[config.mk]
export PLATFORM = sky130hd
export DESIGN_NAME = power_bcd_unit_flat
export DESIGN_NICKNAME = d
export VERILOG_FILES = /design/src/rtl/power_bcd_unit_if.sv /design/src/rtl/power_bcd_unit.sv /design/src/flat_wrapper.sv
export SDC_FILE = /design/constraint.sdc
export NUM_CORES = 1
export LEC_CHECK = 0
export CORE_MARGIN = 1.5
export CORE_UTILIZATION = 60
export CTS_CLUSTER_DIAMETER = 30
export DETAILED_ROUTE_END_ITERATION = 6
export HOLD_SLACK_MARGIN = 0.05
export PLACE_DENSITY = 0.77
export REMOVE_ABC_BUFFERS = 1
export SKIP_LAST_GASP = 1
export SYNTH_ARGS = -nofsm -noshare
export SYNTH_HDL_FRONTEND = slang
export SYNTH_SLANG_ARGS = --single-unit
export TNS_END_PERCENT = 1
[constraint.sdc]
create_clock -name clk -period 6.45 [get_ports clk]
set_input_delay 0.9675 -clock clk [delete_from_list [all_inputs] [get_ports clk]]
set_output_delay 0.9675 -clock clk [all_outputs]
set_load 0.005 [all_outputs]
[src/rtl/power_bcd_unit_if.sv]
// Start/busy/done handshake and display bus for power_bcd_unit.
// The master drives the request side. The slave is the unit itself.
interface power_bcd_unit_if #(
  parameter int XW     = 5,
  parameter int EW     = 3,
  parameter int DIGITS = 6
) ();
  logic                  start;
  logic [XW-1:0]         operandX;
  logic [EW-1:0]         exponent;
  logic                  hidden;
  logic                  busy;
  logic                  done;
  logic                  overflow;
  logic [4*DIGITS-1:0]   digits;

  modport master (output start, operandX, exponent, hidden,
                  input  busy, done, overflow, digits);
  modport slave  (input  start, operandX, exponent, hidden,
                  output busy, done, overflow, digits);
endinterface

[src/rtl/power_bcd_unit.sv]
// X^E by iterative multiply, followed by a serial double-dabble conversion to DIGITS BCD digits.
// Latency is E+RW cycles from the accepting edge. It does not depend on X or on overflow.
module power_bcd_unit #(
  parameter int XW     = 5,
  parameter int DIGITS = 6,
  parameter int RW     = 20,
  parameter int EW     = 3
) (
  input  logic             clk,
  input  logic             rst_n,
  power_bcd_unit_if.slave  bus
);
  localparam int PW = RW + XW;
  localparam int BW = 4 * DIGITS;
  localparam int CW = $clog2(RW + (1 << EW)) + 1;

  function automatic logic [PW-1:0] pow10(input int n);
    logic [PW-1:0] r;
    r = PW'(1);
    for (int i = 0; i < n; i++) r = r * PW'(10);
    return r;
  endfunction

  localparam logic [PW-1:0] LIMIT = pow10(DIGITS);

  typedef enum logic [1:0] {IDLE, MUL, CONV, DONE} state_t;

  state_t          st;
  logic [XW-1:0]   x_q;
  logic [RW-1:0]   acc;
  logic [BW-1:0]   bcd, bcd_adj, bcd_nxt, dig_q;
  logic [CW-1:0]   cnt;
  logic            ovf, busy_q, done_q, ovf_q;
  logic [PW-1:0]   prod;

  assign prod = PW'(acc) * PW'(x_q);

  // Add-3 on every nibble >= 5, then shift in the next acc bit, MSB first.
  always_comb begin
    bcd_adj = bcd;
    for (int i = 0; i < DIGITS; i++)
      if (bcd[4*i +: 4] >= 4'd5) bcd_adj[4*i +: 4] = bcd[4*i +: 4] + 4'd3;
  end
  assign bcd_nxt = {bcd_adj[BW-2:0], acc[RW-1]};

  always_ff @(posedge clk or negedge rst_n) begin
    if (!rst_n) begin
      st     <= IDLE;
      x_q    <= '0;
      acc    <= '0;
      bcd    <= '0;
      dig_q  <= '0;
      cnt    <= '0;
      ovf    <= 1'b0;
      busy_q <= 1'b0;
      done_q <= 1'b0;
      ovf_q  <= 1'b0;
    end else begin
      case (st)
        IDLE: if (bus.start) begin
          x_q    <= bus.operandX;
          acc    <= RW'(1);
          bcd    <= '0;
          ovf    <= 1'b0;
          ovf_q  <= 1'b0;
          busy_q <= 1'b1;
          if (bus.exponent == '0) begin
            st  <= CONV;
            cnt <= CW'(RW);
          end else begin
            st  <= MUL;
            cnt <= CW'(bus.exponent);
          end
        end
        MUL: begin
          // Once overflowed, acc stays frozen. Only the flag matters from here on.
          if (!ovf) begin
            if (prod >= LIMIT) ovf <= 1'b1;
            else               acc <= prod[RW-1:0];
          end
          if (cnt == CW'(1)) begin
            st  <= CONV;
            cnt <= CW'(RW);
          end else begin
            cnt <= cnt - CW'(1);
          end
        end
        CONV: begin
          bcd <= bcd_nxt;
          acc <= {acc[RW-2:0], 1'b0};
          cnt <= cnt - CW'(1);
          if (cnt == CW'(1)) begin
            st     <= DONE;
            dig_q  <= ovf ? {DIGITS{4'hE}} : bcd_nxt;
            ovf_q  <= ovf;
            done_q <= 1'b1;
            busy_q <= 1'b0;
          end
        end
        DONE: begin
          done_q <= 1'b0;
          st     <= IDLE;
        end
        default: st <= IDLE;
      endcase
    end
  end

  assign bus.busy     = busy_q;
  assign bus.done     = done_q;
  assign bus.overflow = ovf_q;
  assign bus.digits   = bus.hidden ? {DIGITS{4'hF}} : dig_q;
endmodule

[src/flat_wrapper.sv]
// flat-port wrapper written by rule: the top's interface ports become plain ports
module power_bcd_unit_flat 
#(
  parameter int XW     = 5,
  parameter int DIGITS = 6,
  parameter int RW     = 20,
  parameter int EW     = 3
)
  (clk, rst_n, bus_start, bus_operandX, bus_exponent, bus_hidden, bus_busy, bus_done, bus_overflow, bus_digits);
  power_bcd_unit_if #(.XW(XW), .EW(EW), .DIGITS(DIGITS)) bus_i ();
  input  logic clk;
  input  logic rst_n;
  input wire logic [$bits(bus_i.start)-1:0] bus_start;
  input wire logic [$bits(bus_i.operandX)-1:0] bus_operandX;
  input wire logic [$bits(bus_i.exponent)-1:0] bus_exponent;
  input wire logic [$bits(bus_i.hidden)-1:0] bus_hidden;
  output wire logic [$bits(bus_i.busy)-1:0] bus_busy;
  output wire logic [$bits(bus_i.done)-1:0] bus_done;
  output wire logic [$bits(bus_i.overflow)-1:0] bus_overflow;
  output wire logic [$bits(bus_i.digits)-1:0] bus_digits;
  assign bus_i.start = bus_start;
  assign bus_i.operandX = bus_operandX;
  assign bus_i.exponent = bus_exponent;
  assign bus_i.hidden = bus_hidden;
  assign bus_busy = bus_i.busy;
  assign bus_done = bus_i.done;
  assign bus_overflow = bus_i.overflow;
  assign bus_digits = bus_i.digits;
  power_bcd_unit #(.XW(XW), .DIGITS(DIGITS), .RW(RW), .EW(EW)) u_core (.clk(clk), .rst_n(rst_n), .bus(bus_i));
endmodule
==> impl_metrics.csv <==
group,metric,value,unit
clock_tree,cts_tree,"built",
timing,fmax,0.172,GHz
timing,rsz0062_at_grt,"false",
placement,place_congestion,0.881,
clock_tree,cts_max_path_buffers,2,
run,maxCapViolCount,0,
critical_path,critPathBufInv,3,
route,ant_nets,0,
final_layout,stdcell_count,1059,
global_route,grt_pass1_wl,29000,µm
timing,min_period_over_period,90.4,%
critical_path,endpoint,"u_core.acc[2]",
synth,synth_top_family_by_area,"adder cells",
critical_path,required,6.67,ns
global_route,antenna_found_initial,0,
critical_path,worstSetupPathType,"flop to flop",
run_status,status,"complete, no violations",
final_layout,fill_cells,1028,
timing,tns,0,ns
synth,syn_area_per_cell,8.92,µm²
floorplan,die_area,0.0135,mm²
global_route,grt_pass1_vias,5938,
critical_path,r2r_end,"u_core.acc[2]",
route,via_count,6258,
floorplan,ios,39,
timing,min_period,5.83,ns
synth,yosysSeqAreaShare,27.6,%
final_layout,postLayoutCellArea,0.00850,mm²
final_layout,n_antenna_cell,0,
critical_path,crit_start,"u_core.x_q[3]",
critical_path,r2r-start,"u_core.x_q[3]",
critical_path,reg2reg_slack,0.62,ns
placement,hpwl,13300,µm
global_route,grt.overflow.total,0,
placement,port_buffers,38,
final_layout,final_core_util,67.7,%
clock_tree,hold_buffers,0,
route,initialDrtViolationCount,490,
route,vias_per_cell,5.91,
timing,hold_viol,0,
final_layout,area_delta_synth_final,10.3,%
route,drc_errors,0,
critical_path,arrival,6.05,ns
final_layout,nets,1001,
placement,place_inst,1044,
clock_tree,clock-sinks,85,
synth,synth_fa_ha_area_share,22.5,%
hold_path,worst_hold_path_type,"flop to flop",
timing,finalSetupViolCount,0,
critical_path,worstPathMaxFanout,21,
floorplan,rows,41,
synth,synth_compound_area_share,16.6,%
route,drt-total-wl,17600,µm
critical_path,worstPathCellList,"and2_1 > fa_1 > fa_1 > inv_1 > fa_1 > inv_1 > ha_1 > a21o_1 > a21oi_2 > a21oi_1 > a221oi_4 > xnor2_1 > nand4b_1 > or4_4 > o31ai_4 > buf_4 > mux2_2",
synth,synth-seq-cells,85,
pwr,cellLeakagePower,0.00398,µW
critical_path,cp_common_cell,"fa_1",
route,wl_per_cell,16.6,µm
critical_path,critPathMaxStageDelay,0.73,ns
synth,synth_edf_count,0,
synth,syn_inst,864,
synth,yosys.area_share.simple,20.2,%
critical_path,worstRegToRegCells,17,
timing,timing.slew.headroom,34.3,%
timing,tightestPinTransition,0.985,ns
critical_path,worst_path_max_delay_cell,"dfrtp_1",
clock_tree,cts-buffers-inserted,9,
critical_path,startpoint_type,"flop",
critical_path,cp.depth,17,
clock_tree,clk_pin_slew_worst_paths,0.06,ns
synth,ys.flop_type,"dfrtp_1",
synth,synth_warnings,0,
floorplan,die_h,116,µm
floorplan,initial_core_util,61.3,%
synth,yosysUniqueCellTypes,62,
pwr,p_per_area,327,mW/mm²
synth,syn_area,0.00771,mm²
synth,synth_mux_area_share,4.53,%
floorplan,die_w,116,µm
clock_tree,clk_latency,0.34,ns
timing,drv_slew,0,
critical_path,path_delay_family,"adder cells",
clock_tree,htree_levels,3,
placement,place_area,0.00819,mm²
floorplan,core_area,0.0126,mm²
global_route,grt_max_degree,70,
critical_path,cp-end-kind,"flop",
timing,skew,0.00674,ns
clock_tree,cts_resized,0,
route,firstDrtPassIters,6,
pwr,total_power,2780,µW
global_route,grt.total_usage,27.3,%
clock_tree,clockRootBuffer,"clkbuf_16",
pwr,peakVddDrop,0.371,mV
synth,async_flop_share,100,%
synth,synthXorXnorAreaFrac,2.84,%
final_layout,drive_above_1_share,9.24,%
clock_tree,cts_setup_buffers,0,
-- registers in the layout, indices dropped and copies added (netlist names) --
signal               cells
u_core.x_q               5
u_core.ovf               1
u_core.bus.done          1
u_core.bus.busy          1
u_core.cnt               6
u_core.bcd              24
u_core.dig_q            24
u_core.bus.overflow      1
u_core.acc              20
u_core.st                2
-- cell families after synthesis --
kind of cell	after synthesis
compound gates	192
xor+xnor	25
fa+ha+maj	106
buf+inv	115
flops	85
mux	29
simple gates	312
-- worst min-delay path, cell delays in order (launching register included) --
cell     delay, ns
dfrtp_1       0.33
nand2_1       0.05
o31ai_1       0.06
-- through the flow --
stage          hold WS (ns)  setup WS, ns
6_report              0.472         0.622
5_1_grt               0.497         0.355
4_1_cts               0.472         0.655
3_5_place_dp          0.459         0.673
3_3_place_gp          0.461         0.847
2_1_floorplan         0.440         0.862
-- where the power goes --
| group | leakage [µW] | internal [µW] | switching, µW |
|---|---|---|---|
| clock network | 0.000152 | 347 | 201 |
| registers | 0.00113 | 676 | 216 |
| logic | 0.00270 | 570 | 767 |
-- per-layer routing --
metal / up-vias / wire length [µm] / share of wire (%) / track usage, %
li1: 2953 / - / - / -
met1: 3102 / 7660 / 44 / 37.5
met2: 172 / 8730 / 50 / 45.0
met3: 31 / 760 / 4.3 / 4.57
met4: 0 / 429 / 2.4 / 8.13
met5: - / 0 / 0 / 0
-- worst min-delay path by stage --
| stage | from | to | slack [ns] | cells after the start |
|---|---|---|---|---|
| 2_1_floorplan | u_core.dig_q[0] | u_core.dig_q[0] | 0.44 | 2 |
| 3_3_place_gp | u_core.dig_q[20] | u_core.dig_q[20] | 0.46 | 2 |
| 3_5_place_dp | u_core.dig_q[20] | u_core.dig_q[20] | 0.46 | 2 |
| 4_1_cts | u_core.dig_q[20] | u_core.dig_q[20] | 0.47 | 2 |
| 5_1_grt | rst_n | u_core.acc[2] | 0.50 | 1 |
| 6_report | u_core.dig_q[20] | u_core.dig_q[20] | 0.47 | 2 |
-- area by class of cell --
class,instances,area [µm²],area share [%]
Multi-Input combinational cell,664,5140,60.4
Timing Repair Buffer,41,400,4.71
Clock buffer,11,243,2.85
Inverter,82,308,3.62
Sequential cell,85,2130,25.0
Tap cell,172,215,2.53
Clock inverter,4,72.6,0.853
-- cell usage after synthesis (2+ instances only) --
library cell | instances | area share (%)
a31oi_1 | 6 | 0.49
o31ai_1 | 10 | 0.97
o211ai_1 | 4 | 0.39
o21ai_0 | 60 | 3.9
dfrtp_1 | 85 | 28
o41ai_1 | 2 | 0.23
nand4_1 | 5 | 0.41
mux2_2 | 19 | 2.8
ha_1 | 52 | 8.4
nand2_1 | 104 | 5.1
o22a_1 | 7 | 0.80
nor2_1 | 53 | 2.6
a211oi_1 | 3 | 0.29
o22ai_1 | 2 | 0.16
o311ai_0 | 2 | 0.23
nand3_1 | 5 | 0.32
a21oi_1 | 41 | 2.7
nor3_1 | 17 | 1.1
o21a_1 | 3 | 0.29
mux2i_1 | 3 | 0.39
and2_1 | 71 | 5.8
or2_2 | 25 | 2.0
inv_1 | 80 | 3.9
xnor2_1 | 18 | 2.0
a22o_1 | 12 | 1.4
clkinv_1 | 2 | 0.097
or3b_2 | 3 | 0.34
fa_1 | 54 | 14
nand2b_1 | 9 | 0.73
clkbuf_1 | 31 | 1.5
a21o_1 | 8 | 0.78
nor2b_1 | 5 | 0.41
nor3b_1 | 4 | 0.39
a22oi_1 | 8 | 0.78
o21bai_1 | 3 | 0.29
a41oi_1 | 7 | 0.80
nand3b_1 | 4 | 0.39
xor2_1 | 7 | 0.80
mux2_4 | 7 | 1.4
-- cells in the final DEF (no fill, tap or decap), types with 6 or more instances in the layout --
cell type        synthesis  final
nand2b_1                 9      9
ha_1                    52     52
dfrtp_1                 85     85
a31oi_1                  6      6
a21o_1                   8      8
o21ai_0                 60     60
or2_2                   25     25
a21oi_1                 41     41
xor2_1                   7      7
and2_1                  71     71
nor3_1                  17     17
fa_1                    54     54
a22oi_1                  8      8
clkbuf_16                0      9
o31ai_1                 10     10
clkdlybuf4s50_1          0     37
a41oi_1                  7      7
a22o_1                  12     12
o22a_1                   7      7
nand2_1                104    104
mux2_2                  19     19
xnor2_1                 18     18
nor2_1                  53     52
mux2_4                   7      7
inv_1                   80     80
(Power assumes the default switching activity.)
